## src/rtl/car_power_ctrl_pkg.sv

```systemverilog
// Shared power-state and off-cause encodings for the car power controller
// and the display/status logic that decodes off_cause.
package car_power_ctrl_pkg;

   typedef enum logic [1:0] {
      OFF_ARMED = 2'd0,
      ON_HOLD   = 2'd1,
      ON        = 2'd2,
      OFF_LOCK  = 2'd3
   } pwr_state_e;

   typedef enum logic [1:0] {
      CAUSE_NONE    = 2'b00,
      CAUSE_BUTTON  = 2'b01,
      CAUSE_TIMEOUT = 2'b10
   } off_cause_e;

endpackage

```

## src/rtl/car_power_ctrl_idle_timer.sv

```systemverilog
// Inactivity counter: counts consecutive idle cycles while enabled and
// raises expire combinationally in the terminal-count cycle.
module idle_timer #(
   parameter int unsigned IDLE_TIMEOUT = 100_000_000,
   parameter int unsigned CNT_W        = 27
) (
   input  logic clk,
   input  logic rst_n,
   input  logic en,
   input  logic restart,
   output logic expire
);

   localparam logic [CNT_W-1:0] TERMINAL = CNT_W'(IDLE_TIMEOUT - 1);

   logic [CNT_W-1:0] cnt;

   assign expire = en && !restart && (cnt == TERMINAL);

   // Clearing on expire keeps the counter from ever wrapping.
   always_ff @(posedge clk or negedge rst_n) begin
      if (!rst_n) begin
         cnt <= '0;
      end else if (!en || restart || expire) begin
         cnt <= '0;
      end else begin
         cnt <= cnt + CNT_W'(1);
      end
   end

endmodule

```

## src/rtl/car_power_ctrl.sv

```systemverilog
// Car power-state FSM: owns the authoritative power state, one-cycle on/off
// event pulses and the last power-off cause.
module car_power_ctrl
   import car_power_ctrl_pkg::*;
#(
   parameter int unsigned IDLE_TIMEOUT = 100_000_000,
   parameter int unsigned CNT_W        = 27
) (
   input  logic       clk,
   input  logic       rst_n,
   input  logic       power_on,
   input  logic       power_off_btn,
   input  logic       activity,
   output logic       power_state,
   output logic       on_pulse,
   output logic       off_pulse,
   output logic [1:0] off_cause
);

   pwr_state_e state, state_nxt;
   off_cause_e cause_q, cause_nxt;
   logic       power_nxt;
   logic       on_nxt;
   logic       off_nxt;
   logic       expire;

   idle_timer #(
      .IDLE_TIMEOUT (IDLE_TIMEOUT),
      .CNT_W        (CNT_W)
   ) u_idle_timer (
      .clk     (clk),
      .rst_n   (rst_n),
      .en      (state == ON),
      .restart (activity),
      .expire  (expire)
   );

   always_comb begin
      state_nxt = state;
      cause_nxt = cause_q;
      case (state)
         OFF_ARMED: begin
            if (power_on && !power_off_btn) state_nxt = ON_HOLD;
         end
         ON_HOLD: begin
            if (power_off_btn) begin
               state_nxt = OFF_LOCK;
               cause_nxt = CAUSE_BUTTON;
            end else if (!power_on) begin
               state_nxt = ON;
            end
         end
         ON: begin
            if (power_off_btn) begin
               state_nxt = OFF_LOCK;
               cause_nxt = CAUSE_BUTTON;
            end else if (expire) begin
               state_nxt = OFF_LOCK;
               cause_nxt = CAUSE_TIMEOUT;
            end
         end
         OFF_LOCK: begin
            if (!power_on && !power_off_btn) state_nxt = OFF_ARMED;
         end
         default: state_nxt = OFF_ARMED;
      endcase

      // Outputs are derived from the transition so they register with the state.
      power_nxt = (state_nxt == ON_HOLD) || (state_nxt == ON);
      on_nxt    = (state == OFF_ARMED) && (state_nxt == ON_HOLD);
      off_nxt   = (state != OFF_LOCK) && (state_nxt == OFF_LOCK);
   end

   always_ff @(posedge clk or negedge rst_n) begin
      if (!rst_n) begin
         state       <= OFF_ARMED;
         cause_q     <= CAUSE_NONE;
         power_state <= 1'b0;
         on_pulse    <= 1'b0;
         off_pulse   <= 1'b0;
      end else begin
         state       <= state_nxt;
         cause_q     <= cause_nxt;
         power_state <= power_nxt;
         on_pulse    <= on_nxt;
         off_pulse   <= off_nxt;
      end
   end

   assign off_cause = cause_q;

endmodule

```

## config.mk

```make
export PLATFORM = sky130hd
export DESIGN_NAME = car_power_ctrl
export DESIGN_NICKNAME = d
export VERILOG_FILES = /design/src/rtl/car_power_ctrl_pkg.sv /design/src/rtl/car_power_ctrl_idle_timer.sv /design/src/rtl/car_power_ctrl.sv
export SDC_FILE = /design/constraint.sdc
export NUM_CORES = 1
export LEC_CHECK = 0
export CAP_MARGIN = 0
export CORE_MARGIN = 3
export CORE_UTILIZATION = 58
export DETAILED_ROUTE_END_ITERATION = 6
export PLACE_DENSITY = 0.88
export SYNTH_ARGS = -nofsm -noshare
export SYNTH_HDL_FRONTEND = slang
export SYNTH_SLANG_ARGS = --single-unit
```

## constraint.sdc

```tcl
create_clock -name clk -period 2.2 [get_ports clk]
set_input_delay 0.44 -clock clk [delete_from_list [all_inputs] [get_ports clk]]
set_output_delay 0.44 -clock clk [all_outputs]
set_load 0.01 [all_outputs]
```

# Word-level counts from Yosys, hierarchy flattened

Index checks and enable logic that the tools add are counted.

Add/sub/neg operators: 1
Reductions and logical operators: 16
Equality and inequality tests: 10
Muxes and demuxes: 12

Operators by type and width:

| operator                | count |
|---|---|
| $add A27 B1 Y27 const B | 1 |
| $eq A27 B27 Y1 const B  | 1 |
| $mux W27                | 1 |
| $mux W2                 | 9 |
| $eq A2 B2 Y1 const B    | 4 |
| $pmux W2 S4             | 1 |
| $logic_and A1 B1 Y1     | 6 |
| $eq A2 B1 Y1 const B    | 2 |
| $logic_not A1 Y1        | 4 |
| $ne A2 B2 Y1 const B    | 2 |
| $pmux W2 S2             | 1 |
| $logic_or A1 B1 Y1      | 3 |
| $ne A3 B3 Y1 const B    | 1 |
| $reduce_and A3 Y1       | 1 |
| $logic_not A2 Y1        | 1 |
| $reduce_bool A2 Y1      | 1 |

Logic and storage cells: 45
Bits of input ports: 5
Output and inout bits: 5
Bits in registers: 34

# Logic depth before layout (Yosys ltp)

Gate-level depths: netlist (run 1).

Depth in word-level cells: 8
Mapped depth: 7
Depth with buffers taken out: 7

# Cells and area by module

Synthesis (run 1) repeated with hierarchy kept, for this count alone.

Cells, all modules: 195
Area, all modules: 1855.5 sq um

Modules (own cells, without submodules):

| module         | instances | cells each | area an instance (sq um) |
|---|---|---|---|
| idle_timer     | 1         | 165        | 1522.7 |
| car_power_ctrl | 1         | 30         | 332.8 |

# Least setup slack after synthesis (run 1)

OpenSTA, ideal clock, no wires.

Path type: reg2reg
Start: reg u_idle_timer.cnt[0]
End: reg u_idle_timer.cnt[24]
Path slack: 0.577 ns
Data required time: 2.081 ns
Buffers on the path: 1
Arrival: 1.504 ns
Cell stages (with the launch flop): 8
Clock period less this slack: 1.623 ns
Cell sequence: dfrtp_1 -> ha_1 -> nand3_2 -> or3_1 -> buf_4 -> nor4_4 -> xnor2_1 -> nor2_1

Longest elaborated chain between the ends: 4

RTL lines:

| what                                                                    | line                            | source |
|---|---|---|
| start: declaration                                                      | car_power_ctrl_idle_timer.sv:16 | `logic [CNT_W-1:0] cnt;` |
| start signal: assignment                                                | car_power_ctrl_idle_timer.sv:27 | `cnt <= cnt + CNT_W'(1);` |
| parallel branches: the longest is 3 deep, another holds $add A27 B1 Y27 | -                               |  |
| $mux W27 *                                                              | car_power_ctrl_idle_timer.sv:24 | `end else if (!en \|\| restart \|\| expire) begin` |

Every way passes the cells marked *.
A chain may end at the register's enable or synchronous reset.

# Worst setup path after layout (run 1)

Start: reg u_idle_timer.cnt[15]
End: reg off_pulse

Longest elaborated chain between the ends: 7

RTL lines:

| what                   | line                            | source |
|---|---|---|
| $eq A27 B27 Y1         | car_power_ctrl_idle_timer.sv:18 | `assign expire = en && !restart && (cnt == TERMINAL);` |
| $logic_and A1 B1 Y1    | car_power_ctrl_idle_timer.sv:18 |  |
| $mux W2                | car_power_ctrl.sv:57            | `end else if (expire) begin` |
| $mux W2                | car_power_ctrl.sv:54            | `if (power_off_btn) begin` |
| $pmux W2 S4            | car_power_ctrl.sv:41            | `case (state)` |
| $eq A2 B2 Y1           | car_power_ctrl.sv:71            | `off_nxt = (state != OFF_LOCK) && (state_nxt == OFF_LOCK);` |
| $logic_and A1 B1 Y1    | car_power_ctrl.sv:71            |  |
| named net off_nxt      | car_power_ctrl.sv:24            | `logic off_nxt;` |
| end signal: assignment | car_power_ctrl.sv:86            | `off_pulse <= off_nxt;` |
| end: declaration       | car_power_ctrl.sv:16            | `output logic off_pulse,` |

The timed path passes the listed nets, and every way through them passes these cells.

==> metrics.md, run 1 <==
| Metric | Value |
|---|---|
| Fmax achieved | `0.505 GHz` |
| Actual slew at the worst max-slew pin | `between 600 and 700 ps` |
| Synth area leaders | `dfrtp_1 48%, xnor2_1 9.5%, nor2_1 7.0%, xor2_1 4.0%, nor4_4 3.6%` |
| Via density | `~5.8` |
| Post-CTS setup buffers | `0` |
| CTS H-Tree Depth | `2` |
| Die Area | `approximately 3700 sq um` |
| Largest net degree at the start of global routing | `35` |
| CTS resizes | `0` |
| Syn Std Cell Area | `1760 sq um` |
| Syn Inst Count | `about 170` |
| First-pass GRT wire length | `roughly 5700 um` |
| Yosys top cell area share | `48.4%` |
| Register area share after synthesis | `around half` |
| GPL Wtd Cong | `between 0.7 and 0.8` |
| Worst slew margin | `~55%` |
| Die H | `approximately 61 um` |
| Synth unique cells | `35` |
| Area growth syn-to-layout | `9.25%` |
| CP startpoint kind | `register` |
| Final period util | `roughly nine tenths` |
| Fin Setup TNS | `0 ps` |
| CTS buffer count | `5` |
| Critical path capture point type | `register` |
| DRC errors left | `0` |
| Vias in the first global route | `~1300` |
| Max clock buf depth | `2` |
| Max VDD drop | `around 420 uV` |
| Ys async rst share | `100%` |
| Initial antenna violation count | `0` |
| Yosys reg bits | `34` |
| Min Clock Period, post-route | `1980 ps` |
| Final hold slack | `between 400 and 500 ps` |
| Critical path fanouts, max | `5` |
| Max Cap Viol | `0` |
| Delay-heaviest family, CP | `simple AND/OR/NAND/NOR gates` |
| Critical path type | `register to register` |
| Hold buffers post-CTS | `0` |
| Clock Pin Slew Worst Setup and Hold Paths | `about 100 ps` |
| Critical Path RT | `approximately 2500 ps` |
| Initial core utilization | `62.2%` |
| Final instance area | `~1900 sq um` |
| CP Cell Sequence | `nand2_1 > nor3_1 > nand4_1 > o21ai_0 > ha_1 > a21boi_0` |
| Pwr dens | `606 nW/um^2` |
| Io pins | `10` |
| Worst R2R Setup Slack | `around 220 ps` |
| Clk Latency, worst-skew pair | `between 300 and 400 ps` |
| Final setup viols | `0` |
| Core Region | `~2800 sq um` |
| Chip Width | `roughly 61 um` |
| RSZ-0062 raised after global routing | `no` |
| PnR worst setup slack | `about 220 ps` |
| Final-report max-slew violation count | `0` |
| Synth area leader | `dfrtp_1` |
| ANT nets after route | `0` |
| Min-delay worst type | `primary input to async pin` |
| Buf+Inv Stages, Crit Path | `0` |
| Ant. Diodes | `0` |
| Pleak | `0.758 nW` |
| DPL Wire Length | `~2300 um` |
| Status | `finished, final reports clean` |
| Vias | `between 1000 and 1500` |
| Row cnt | `19` |
| Ys Warns | `0` |
| Slowest library cell on the worst path | `dfrtp_1` |
| Placement Setup Slack | `a little under 300 ps` |
| GRT Resource Usage Total | `between 20% and 30%` |
| CTS Root Cell | `clkbuf_4` |
| Main synth FF type | `dfrtp_1` |
| Mapped Avg Cell Area | `approximately 10 sq um` |
| 1st-pass router iterations | `4` |
| Critical Path AT | `between 2000 and 2500 ps` |
| Post-synth EDFFs | `0` |
| Layout cell share with drive strength beyond 1 | `between 10% and 20%` |
| IO buf count | `9` |
| Post-synth top cells | `34 x dfrtp_1, 33 x nor2_1, 19 x xnor2_1` |
| CTS tree | `yes` |
| Post-layout nets | `around 190` |
| Most frequent cell after synthesis | `dfrtp_1` |
| Syn_nets | `around 180` |
| Initial DRC Count | `93` |
| Routed Wire Length | `3140 um` |
| Worst Clk Skew | `roughly 5.2 ps` |
| Final Hold Viols | `0` |
| GR Overflow Total | `0` |
| Crit path largest cell delay | `about 480 ps` |
| WL/cell | `approximately 15 um` |
| Area after DPL | `between 1500 and 2000 sq um` |
| Sink Count | `34` |
## report_power, final
| group | internal (mW) | switching, mW |
|---|---|---|
| Sequential | 0.649 | 0.0267 |
| Clock | 0.155 | 0.205 |
| Combinational | 0.0562 | 0.0727 |
| Total | 0.860 | 0.304 |
## placed cells by master (no fill, tap or decap), types with 2 or more instances in the layout
cell type | synthesis | routed
nor2_2 | 4 | 4
nand2_1 | 11 | 11
clkbuf_4 | 0 | 5
nor2_1 | 33 | 33
inv_1 | 7 | 7
nand3_1 | 3 | 3
o21ai_0 | 3 | 3
xor2_1 | 8 | 8
nor4_1 | 3 | 3
dfrtp_1 | 34 | 34
nor4_2 | 3 | 3
xnor2_1 | 19 | 19
nor3_2 | 3 | 3
nor3_1 | 2 | 2
nor4_4 | 3 | 3
and3_1 | 2 | 2
ha_1 | 2 | 2
clkdlybuf4s50_1 | 0 | 9
nand3_4 | 1 | 2
nand4_1 | 6 | 6
## path summary, 6_finish.rpt
kind / from / endpoint / cells past startpoint
worst max-delay path: u_idle_timer.cnt[15] / off_pulse / 6
worst min-delay path: rst_n / u_idle_timer.cnt[4] / 2
worst max register to register: u_idle_timer.cnt[15] / off_pulse / 6
worst min register to register: u_idle_timer.cnt[0] / u_idle_timer.cnt[0] / 1
max in group asynchronous: rst_n / u_idle_timer.cnt[19] / 2
min in group clk: u_idle_timer.cnt[0] / u_idle_timer.cnt[0] / 1
## metrics by stage
stage	util, %	power [mW]	instances
floorplan	-	0.756	168
global placement	65.5	0.808	203
detailed placement	65.5	0.815	203
CTS	67.7	1.17	211
global route	67.9	1.22	211
finish	67.9	1.16	211
## layer usage
layer	track usage, %	wire length [um]	up-vias
met4	10.5	44	0
met1	26.9	1410	611
li1	-	-	584
met2	32.9	1580	16
met5	0	0	-
met3	7.34	109	6
## flip-flops by register name, summed over array words and instances (netlist names)
register,count
power_state,1
on_pulse,1
u_idle_timer.cnt,27
off_cause,2
state,2
off_pulse,1
## cell type report
| class | count | area [sq um] |
|---|---|---|
| clock inverter | 1 | 5.00 |
| tap | 31 | 38.8 |
| sequential | 34 | 851 |
| inverter | 7 | 26.3 |
| timing repair buffer | 10 | 97.6 |
| fill | 213 | 907 |
| multi-input combinational | 121 | 848 |
| clock buffer | 7 | 55.1 |
## cell families (layout without fill, tap and decap cells)
kind of cell / Yosys count / in the layout / share of synthesized area [%]
AOI/OAI and AO/OA: 8 / 8 / 2.70
xor gates and xnor gates: 27 / 27 / 13.4
adders and majority gates: 2 / 2 / 1.42
buffers and inverters: 13 / 25 / 3.84
DFF: 34 / 34 / 48.4
and+or+nand+nor: 84 / 84 / 30.2
Note: power is estimated with default switching activity, not from simulation.
==> inputs of run 2 (changes only) <==
--- a/config.mk
+++ b/config.mk
@@ -6,6 +6,7 @@
 export NUM_CORES = 1
 export LEC_CHECK = 0
 export CAP_MARGIN = 0
+export CORE_ASPECT_RATIO = 1.25
 export CORE_MARGIN = 3
 export CORE_UTILIZATION = 58
 export DETAILED_ROUTE_END_ITERATION = 6
==> constraint.sdc (replaced) <==
create_clock -name clk -period 2.2 [get_ports clk]
set_input_delay 0.44 -clock clk [delete_from_list [all_inputs] [get_ports clk]]
set_output_delay 0.44 -clock clk [all_outputs]
set_load 0.05 [all_outputs]
==> run 2 against run 1 <==
  * Sequential power hardly changed
  * Setup slack got worse by 30 ps
  * Clock skew up 6.6 ps
  * Critical endpoint unchanged
  * Die area grew 0.11%
  * Largest power group unchanged
  * Global-route usage is 0.61 points lower
  * Power is 4.1% higher
  * Final cell count increased by 1.9%
  * Cell area grew 0.20%
  * First-iteration DRC count is 65% lower
  * Routed wire length rose by 5.8%
  * Via count increased by 2.9%
==> metrics.md, run 2 (synthesis results as in run 1) <==
| Metric | Value |
|---|---|
| Status | `finished, final reports clean` |
| Initial antenna violation count | `0` |
| Pwr dens | `roughly 630 nW/um^2` |
| Reg-to-reg startpoint | `u_idle_timer.cnt[0]` |
| Max clock buf depth | `2` |
| Hold buffers post-CTS | `0` |
| Worst R2R Setup Slack | `190 ps` |
| R2R Path End | `off_pulse` |
| Most common cell after layout, fill and taps aside | `dfrtp_1` |
| Actual slew at the worst max-slew pin | `approximately 600 ps` |
| WL/cell | `15.4 um` |
| Clk Latency, worst-skew pair | `340 ps` |
| RSZ-0062 raised after global routing | `no` |
| First-pass GRT wire length | `~6000 um` |
| IO buf count | `9` |
| Fin Setup TNS | `0 ps` |
| Final Hold Viols | `0` |
| Io pins | `10` |
| Post-CTS setup buffers | `0` |
| Final setup viols | `0` |
| Routed Wire Length | `approximately 3300 um` |
| Pleak | `between 0.7 and 0.8 nW` |
| WL met3 | `around 150 um` |
| Area growth syn-to-layout | `9.46%` |
| M1 WL | `roughly 1400 um` |
| Largest net degree at the start of global routing | `35` |
| Max VDD drop | `around 560 uV` |
| GRT Resource Usage Total | `about a fifth` |
| Row cnt | `21` |
| Min-delay worst type | `primary input to async pin` |
| Crit path largest cell delay | `between 400 and 500 ps` |
| Layout cell share with drive strength beyond 1 | `between 10% and 20%` |
| Critical Path RT | `2460 ps` |
| ANT nets after route | `0` |
| Reg with most FFs | `u_idle_timer.cnt` |
| Critical path type | `register to register` |
| CTS buffer count | `5` |
| Worst reg2reg path depth | `7` |
| Worst slew margin | `approximately three fifths` |
| Initial DRC Count | `33` |
| Critical Path AT | `2270 ps` |
| Sink Count | `34` |
| Min Clock Period, post-route | `around 2000 ps` |
| CTS H-Tree Depth | `2` |
| CP Cell Sequence | `ha_1 > nand3_2 > nor2_1 > nand4_1 > o21ai_0 > ha_1 > a21boi_0` |
| Final period util | `between 90% and 100%` |
| Die H | `just under 70 um` |
| Die Area | `around 3700 sq um` |
| Clock Pin Slew Worst Setup and Hold Paths | `~110 ps` |
| Final-report max-slew violation count | `0` |
| GPL Wtd Cong | `~0.83` |
| DRC errors left | `0` |
| Commonest non-fill, non-tap cells in the layout | `34 x dfrtp_1, 33 x nor2_1, 19 x xnor2_1` |
| Vias in the first global route | `1336` |
| Worst Clk Skew | `about 12 ps` |
| GR Overflow Total | `0` |
| Max Cap Viol | `0` |
| Buf+Inv Stages, Crit Path | `0` |
| Via density | `5.82` |
| Initial core utilization | `63.2%` |
| Ant. Diodes | `0` |
| CTS tree | `yes` |
| 1st-pass router iterations | `4` |
| CP dominant cell by count | `ha_1` |
| Delay-heaviest family, CP | `simple AND/OR/NAND/NOR gates` |
| Vias | `between 1000 and 1500` |
| Max FFs per register | `27` |
| Fmax achieved | `between 0.4 and 0.5 GHz` |
| DPL Wire Length | `~2400 um` |
| Core Region | `2790 sq um` |
| # fillers | `approximately 210` |
| Met2 WL | `between 1500 and 2000 um` |
| CTS Root Cell | `clkbuf_4` |
| Critical path capture point type | `register` |
| Top sig layer | `met4` |
| CTS resizes | `0` |
| CP startpoint kind | `register` |
| Slowest library cell on the worst path | `dfrtp_1` |
| Critical path fanouts, max | `4` |
| Post-layout nets | `187` |
| Area after DPL | `1870 sq um` |
| Final instance area | `about 1900 sq um` |
| Chip Width | `approximately 55 um` |
==> run 2: where the power goes <==
| group | total (mW) | switching, mW | internal, mW | leakage (nW) |
|---|---|---|---|---|
| clock network | 0.363 | 0.208 | 0.155 | 0.0353 |
| logic | 0.174 | 0.116 | 0.0577 | 0.266 |
| registers | 0.676 | 0.0266 | 0.649 | 0.459 |
| total | 1.21 | 0.351 | 0.862 | 0.761 |
==> run 2: worst max path at each step <==
| stage | from | to | slack, ps | depth (start not counted) |
|---|---|---|---|---|
| 5_1_grt | u_idle_timer.cnt[0] | off_pulse | 100 | 7 |
| 3_3_place_gp | power_off_btn | off_pulse | 420 | 6 |
| 2_1_floorplan | u_idle_timer.cnt[0] | u_idle_timer.cnt[24] | 580 | 7 |
| 6_report | u_idle_timer.cnt[0] | off_pulse | 190 | 7 |
| 4_1_cts | u_idle_timer.cnt[0] | off_pulse | 210 | 7 |
| 3_5_place_dp | power_off_btn | off_pulse | 310 | 6 |
==> run 2: stage by stage <==
step | hold slack (ps) | worst slack (ps) | std cells | util (%) | power (mW)
finish | 489 | 189 | 215 | 69.1 | 1.21
global route | 518 | 98.0 | 215 | 69.1 | 1.27
CTS | 503 | 214 | 215 | 69.1 | 1.22
detailed placement | 480 | 313 | 207 | 67.0 | 0.861
global placement | 459 | 421 | 207 | 67.0 | 0.853
floorplan | 144 | 577 | 168 | - | 0.798
==> run 2: layer usage <==
layer,GRT usage (%),up-vias
li1,-,583
met1,23.0,618
met5,0,-
met4,7.60,0
met2,38.3,42
met3,5.74,9
==> run 2: layout make-up <==
class	instances	area [sq um]	area share (%)
clock buffers	7	55.1	2.86
clock inverters	1	5.00	0.260
inverters	7	26.3	1.36
multi-input cells	121	841	43.7
flip-flops and latches	34	851	44.2
well taps	34	42.5	2.21
repair buffers	11	105	5.46
